<file path="src/rtl/trigger_scheduler.sv">
// Trigger scheduler: delays an accepted trigger pulse, runs a req/ack handshake with the
// sensor controller, locks out new triggers until readout ends, and counts dropped triggers.
module trigger_scheduler #(
  parameter int DELAY_WIDTH = 28,
  parameter int CNT_WIDTH   = 16
) (
  input  logic                   clk,
  input  logic                   reset,
  input  logic                   i_trigger_en,
  input  logic                   i_trigger_pulse,
  input  logic [DELAY_WIDTH-1:0] iv_trigger_delay,
  input  logic                   i_trigger_ack,
  input  logic                   i_sensor_busy,
  input  logic                   i_drop_cnt_clr,
  output logic                   o_trigger_req,
  output logic                   o_busy,
  output logic [CNT_WIDTH-1:0]   ov_drop_cnt
);

  localparam logic [1:0] ST_IDLE  = 2'd0;
  localparam logic [1:0] ST_DELAY = 2'd1;
  localparam logic [1:0] ST_REQ   = 2'd2;
  localparam logic [1:0] ST_WAIT  = 2'd3;

  localparam logic [DELAY_WIDTH-1:0] DLY_ZERO = '0;
  localparam logic [DELAY_WIDTH-1:0] DLY_ONE  = {{(DELAY_WIDTH-1){1'b0}}, 1'b1};
  localparam logic [CNT_WIDTH-1:0]   CNT_ONE  = {{(CNT_WIDTH-1){1'b0}}, 1'b1};

  function automatic logic [CNT_WIDTH-1:0] sat_inc(input logic [CNT_WIDTH-1:0] v);
    return (&v) ? v : v + CNT_ONE;
  endfunction

  logic [1:0]             state_q, state_d;
  logic [DELAY_WIDTH-1:0] dly_q, dly_d;
  logic [CNT_WIDTH-1:0]   drop_q, drop_d;
  logic                   req_q, req_d;
  logic                   busy_q, busy_d;
  logic                   trig;

  assign trig = i_trigger_en & i_trigger_pulse;

  always_comb begin
    state_d = state_q;
    dly_d   = dly_q;
    drop_d  = drop_q;
    case (state_q)
      ST_IDLE: begin
        if (trig) begin
          if (iv_trigger_delay == DLY_ZERO) begin
            state_d = ST_REQ;
          end else begin
            state_d = ST_DELAY;
            dly_d   = iv_trigger_delay;
          end
        end
      end
      ST_DELAY: begin
        // Disabling trigger mode cancels a pending trigger before any request is made.
        if (!i_trigger_en) begin
          state_d = ST_IDLE;
        end else begin
          dly_d = dly_q - DLY_ONE;
          if (dly_q == DLY_ONE) state_d = ST_REQ;
        end
      end
      ST_REQ:  if (i_trigger_ack)  state_d = ST_WAIT;
      ST_WAIT: if (!i_sensor_busy) state_d = ST_IDLE;
      default: state_d = ST_IDLE;
    endcase

    if (i_drop_cnt_clr) begin
      drop_d = '0;
    end else if (trig && (state_q != ST_IDLE)) begin
      drop_d = sat_inc(drop_q);
    end

    // Outputs are registered copies of the next state so they align with state_q.
    req_d  = (state_d == ST_REQ);
    busy_d = (state_d != ST_IDLE);
  end

  always_ff @(posedge clk) begin
    if (reset) begin
      state_q <= ST_IDLE;
      dly_q   <= '0;
      drop_q  <= '0;
      req_q   <= 1'b0;
      busy_q  <= 1'b0;
    end else begin
      state_q <= state_d;
      dly_q   <= dly_d;
      drop_q  <= drop_d;
      req_q   <= req_d;
      busy_q  <= busy_d;
    end
  end

  assign o_trigger_req = req_q;
  assign o_busy        = busy_q;
  assign ov_drop_cnt   = drop_q;

endmodule

</file>
<file path="config.mk">
export PLATFORM = sky130hd
export DESIGN_NAME = trigger_scheduler
export DESIGN_NICKNAME = d
export VERILOG_FILES = /design/src/rtl/trigger_scheduler.sv
export SDC_FILE = /design/constraint.sdc
export NUM_CORES = 1
export LEC_CHECK = 0
export CAP_MARGIN = 30
export CORE_MARGIN = 1.5
export CORE_UTILIZATION = 40
export DETAILED_ROUTE_END_ITERATION = 16
export GPL_TIMING_DRIVEN = 0
export HOLD_SLACK_MARGIN = 0.1
export PLACE_DENSITY = 0.72
export SETUP_SLACK_MARGIN = 0.1
export SLEW_MARGIN = 20
export SYNTH_ARGS = -nofsm -noshare
export SYNTH_HDL_FRONTEND = slang
export SYNTH_SLANG_ARGS = --single-unit
</file>
<file path="constraint.sdc">
create_clock -name clk -period 2.15 [get_ports clk]
set_clock_uncertainty 0.2 [all_clocks]
set_input_delay 0.43 -clock clk [delete_from_list [all_inputs] [get_ports clk]]
set_output_delay 0.43 -clock clk [all_outputs]
set_load 0.02 [all_outputs]
</file>
==> After elaboration in Yosys (flattened, before gate mapping) <==
Cells that the tools add are included.
W data, S select, Z words.
{ "word_totals": {"in_bits": 35, "wordCells": 38, "reg_bits": 48} }
{ "op_classes": {"bitwise": 2, "n_eq_ne": 8, "reduce_logical": 10, "n_mux": 11, "addsub": 2} }
{ "ops": {"columns": ["op", "count"], "rows": [
  ["$mux W28", 3],
  ["$pmux W28 S2", 1],
  ["$eq A28 B1 Y1 const B", 1],
  ["$logic_not A28 Y1", 1],
  ["$sub A28 B1 Y28 const B", 1],
  ["$add A16 B1 Y16 const B", 1],
  ["$reduce_and A16 Y1", 1],
  ["$mux W2", 6],
  ["$pmux W2 S4", 1],
  ["$eq A2 B2 Y1 const B", 3],
  ["$ne A2 B2 Y1 const B", 3],
  ["$reduce_bool A2 Y1", 3],
  ["$reduce_and A4 Y1", 1],
  ["$eq A2 B1 Y1 const B", 1],
  ["$logic_not A2 Y1", 1],
  ["$reduce_and A2 Y1", 1],
  ["$reduce_or A2 Y1", 1],
  ["$and A1 B1 Y1", 1],
  ["$logic_and A1 B1 Y1", 1],
  ["$not A1 Y1", 1]
]} }

==> Logic depth before layout (Yosys ltp) <==
{ "depth": {"depth_word": 5, "mapped_depth": 9, "depth_no_buf": 7} }

==> Worst setup path after synthesis <==
No wires, ideal clock.
{ "synth_path": {"path_kind": "reg2reg", "from": "register dly_q[19]", "to": "register dly_q[26]", "slack_ps": -193, "arrival_time_ps": 2026, "required_ps": 1833, "stages_incl_launch_ff": 6, "period_less_slack_ps": 2343, "setup_ps": 117, "cell_sequence": "dfxtp_1 -> or4_1 -> buf_2 -> or4_1 -> or4_1 -> a32o_1"} }
{ "synth_between": {"elab_chain_cells": 3} }
{ "synth_rtl": {"columns": ["element", "line", "text"], "rows": [
  ["from (decl)", "34", "logic [DELAY_WIDTH-1:0] dly_q, dly_d;"],
  ["from (signal assigned)", "91", "dly_q <= dly_d;"],
  ["$sub A28 B1 Y28", "62", "dly_d = dly_q - DLY_ONE;"],
  ["$mux W28", "59", "if (!i_trigger_en) begin"],
  ["$pmux W28 S2", "46", "case (state_q)"]
]} }
No other way between the ends. The select of a mux whose other input is x is not followed.
A chain may end at the register's enable or synchronous reset.

==> Final worst setup path <==
{ "layout_path": {"from": "register dly_q[20]", "to": "register dly_q[26]"} }
The elaborated chain is that of the path after synthesis.

==> flow_summary.json <==
{
  "status": "finished, violations left",
  "violations": "negative setup slack",
  "die_w_um": 88.3,
  "placed_area_mm2": 0.00360,
  "critical_path_arrival_ns": 2.39,
  "worst_pin_slew_ns": 0.727,
  "synth_area_leaders": "dfxtp_1 (33%), nand2_1 (6.4%), a21oi_1 (5.5%)",
  "ys_types": 54,
  "swShare": 0.311,
  "grt_pass1_vias": 3203,
  "p_int_w": 0.00192,
  "yosys.area_share.simple": 0.321,
  "power.switching_w": 0.000869,
  "total_leakage_power_nw": 1.67,
  "synth_seq_area_share": 0.330,
  "hold_viol": 0,
  "synthAdderAreaFrac": 0.0129,
  "synthesis.nets": 418,
  "grtUsageTotal": 0.265,
  "hold_depth": 3,
  "postSynthCellCount": 380,
  "synth_edf_count": 0,
  "numCtsBuffers": 5,
  "required_ns": 2.16,
  "htreeDepth": 2,
  "min_to": "dly_q[3]$_SDFFE_PP0P_",
  "yosys_warnings": 0,
  "synth_top_area_share": 0.330,
  "fin_ws_ns": -0.231,
  "fp.dieH_um": 88.3,
  "synth_compound_area_frac": 0.240,
  "min_from": "iv_trigger_delay[3]",
  "synth.avg_cell_area_um2": 7.66,
  "critPathLaunchType": "flop",
  "syn_area_mm2": 0.00291,
  "slew_violations": 0,
  "fmaxAchievable_mhz": 420,
  "start_util": 0.422,
  "cap_viol_max_count": 0,
  "pwr-share-clk": 0.333,
  "finalWeightedCongestion": 0.966,
  "overflow": 0,
  "wl_per_cell_um": 20.1,
  "drcViolationCount": 0,
  "vias_per_cell": 6.39,
  "setup_viol": 8,
  "async_flop_share": 0,
  "die_area_mm2": 0.00780,
  "synth_flop_cell": "dfxtp_1",
  "p_per_area_mw_per_mm2": 611,
  "synth_top_family_by_area": "simple AND/OR/NAND/NOR gates",
  "reg2reg_depth": 5,
  "rsz0062_at_grt": "true",
  "final_min_period_over_clock_period": 1.11,
  "drive_gt1_frac": 0.334,
  "grt_max_degree": 16,
  "instances_no_fill": 575,
  "worstSetupPathType": "reg2reg",
  "root_buffer": "clkbuf_8",
  "syn_to_final_growth_pct": 56.9,
  "p_seq_frac": 0.350,
  "grt_pass1_wl_um": 15900,
  "synth_xor_area_frac": 0.0391,
  "place_hpwl_um": 6610,
  "core_mm2": 0.00691,
  "ant_nets": 0,
  "regToRegSetupSlack_ns": -0.23,
  "antenna_found_initial": 0,
  "utilization": 0.662,
  "ios": 53,
  "hold_buffers": 0,
  "drt-pass1-iter-count": 7,
  "drt_iter0_drc": 459,
  "clkLatencyLatePin_ns": 0.31,
  "comb_power_share": 0.316,
  "end_kind": "flop",
  "post-place-cells": 528,
  "io_buffer_count": 52,
  "hold_path_class": "in2reg",
  "timing.rr.end": "dly_q[26]$_SDFFE_PP0P_",
  "tns_ns": -0.934,
  "clock_sinks": 48,
  "fin_area_mm2": 0.00457,
  "final_nets": 516,
  "diodes": 0,
  "vias": 3672,
  "period_minus_slack_ns": 2.38,
  "path_clk_slew_ns": 0.10,
  "power_w": 0.00279,
  "path_max_fanout": 5,
  "clock_path_buffers": 2,
  "synth_top_cell_by_area": "dfxtp_1",
  "rows": 30,
  "synth.area.mux_share": 0.00387,
  "ys_ff_latch": 48,
  "routed_wl_um": 11500,
  "r2r-start": "dly_q[20]$_SDFFE_PP0P_",
  "ir_worst_vdd_v": 0.000327,
  "cts_tree": "done",
  "relSlewSlack": 0.515
}
logic make-up after synthesis:
family	after synthesis
simple gates	176
buf+inv	31
xor+xnor	13
flops	48
compound gates	108
fa+ha+maj	3
mux	1
layout by cell type, fill, tap and decap left out, drive strengths merged, types with 4 or more instances in the layout:
cell           count
nor2              30
nor3              15
o31a               5
or4                8
o31ai             10
dlygate4sd2       14
and2               5
nor4              22
and4               4
dfxtp             48
buf               50
nand4              6
nor3b              5
clkdlybuf4s50     20
a21oi             32
inv                6
nand2             50
o21ai             28
clkbuf            31
or3                9
o32ai              4
nand3             12
o41ai              5
xnor2             13
power by group through the flow:
stage / combinational, W / clock, W / sequential (W)
after CTS: 0.000675 / 0.000916 / 0.000970
final: 0.000883 / 0.000931 / 0.000978
after detailed placement: 0.000532 / 0 / 0.000989
after floorplan: 0.000349 / 0 / 0.000980
after global routing: 0.000924 / 0.000955 / 0.000983
after global placement: 0.000529 / 0 / 0.000987
synth_stat cells (2+ instances only):
library cell,number
o32ai_1,4
nor2b_1,2
o31a_2,2
inv_1,6
or4_1,8
and3_1,2
nor3b_1,5
a21oi_1,32
a32o_1,3
o31ai_1,10
a22o_1,3
o21ai_0,28
xnor2_1,13
and4_1,4
o31a_1,3
nand4_1,6
nand2_1,50
nor3_1,15
clkbuf_1,18
or3_1,6
o41ai_1,5
or3_2,3
nor4_1,20
o21a_1,3
nand2b_1,2
a211oi_1,2
and2_1,5
o22ai_1,3
dfxtp_1,48
nand3_1,11
nor2_1,30
ha_1,3
clkbuf_8,3
buf_1,2
sequential cells by signal, summed over array words and instances (netlist names):
register and cells:
dly_q 28, o_busy 1, o_trigger_req 1, ov_drop_cnt 16
state_q 2
worst max path at each step:
stage / endpoint / cells after the start / start / slack (ns)
2_1_floorplan: dly_q[26]$_SDFFE_PP0P_ / 5 / dly_q[19]$_SDFFE_PP0P_ / -0.18
3_5_place_dp: dly_q[20]$_SDFFE_PP0P_ / 7 / iv_trigger_delay[18] / -0.98
5_1_grt: dly_q[26]$_SDFFE_PP0P_ / 5 / dly_q[20]$_SDFFE_PP0P_ / -0.29
3_3_place_gp: dly_q[20]$_SDFFE_PP0P_ / 7 / iv_trigger_delay[18] / -1.03
4_1_cts: dly_q[26]$_SDFFE_PP0P_ / 5 / dly_q[19]$_SDFFE_PP0P_ / -0.25
6_report: dly_q[26]$_SDFFE_PP0P_ / 5 / dly_q[20]$_SDFFE_PP0P_ / -0.23
critical path, cell delays in order (launching register included):
cell and delay (ns):
dfxtp_1 0.36, or4_4 0.52, buf_6 0.14, or4_4 0.42
or4_4 0.42, a32o_1 0.22
per-stage QoR:
stage	setup slack [ns]	hold WS, ns
2_1_floorplan	-0.184	0.248
3_3_place_gp	-1.03	0.264
3_5_place_dp	-0.977	0.274
4_1_cts	-0.248	0.306
5_1_grt	-0.293	0.283
6_report	-0.231	0.249
metal layers:
| layer | share of wire | GRT usage | up-vias |
|---|---|---|---|
| met4 | 0.051 | 0.122 | 0 |
| met3 | 0.10 | 0.0560 | 76 |
| met1 | 0.40 | 0.348 | 1693 |
| met5 | 0 | 0 | - |
| li1 | - | - | 1622 |
| met2 | 0.45 | 0.419 | 281 |
timing repair:
item	in CTS	in global routing
endpoints found under the setup margin	47	47
pin swaps	29	32
cloned	1	3
resized for setup	108	100
buffers inserted	21	16
layout make-up:
class	instances	area (um^2)
Buffer	24	200
Multi-Input combinational cell	301	2230
Sequential cell	48	995
Tap cell	96	120
Clock inverter	3	90.1
Clock buffer	5	68.8
Timing Repair Buffer	92	836
Fill cell	551	2340
Inverter	6	27.5
(Power assumes the default switching activity.)
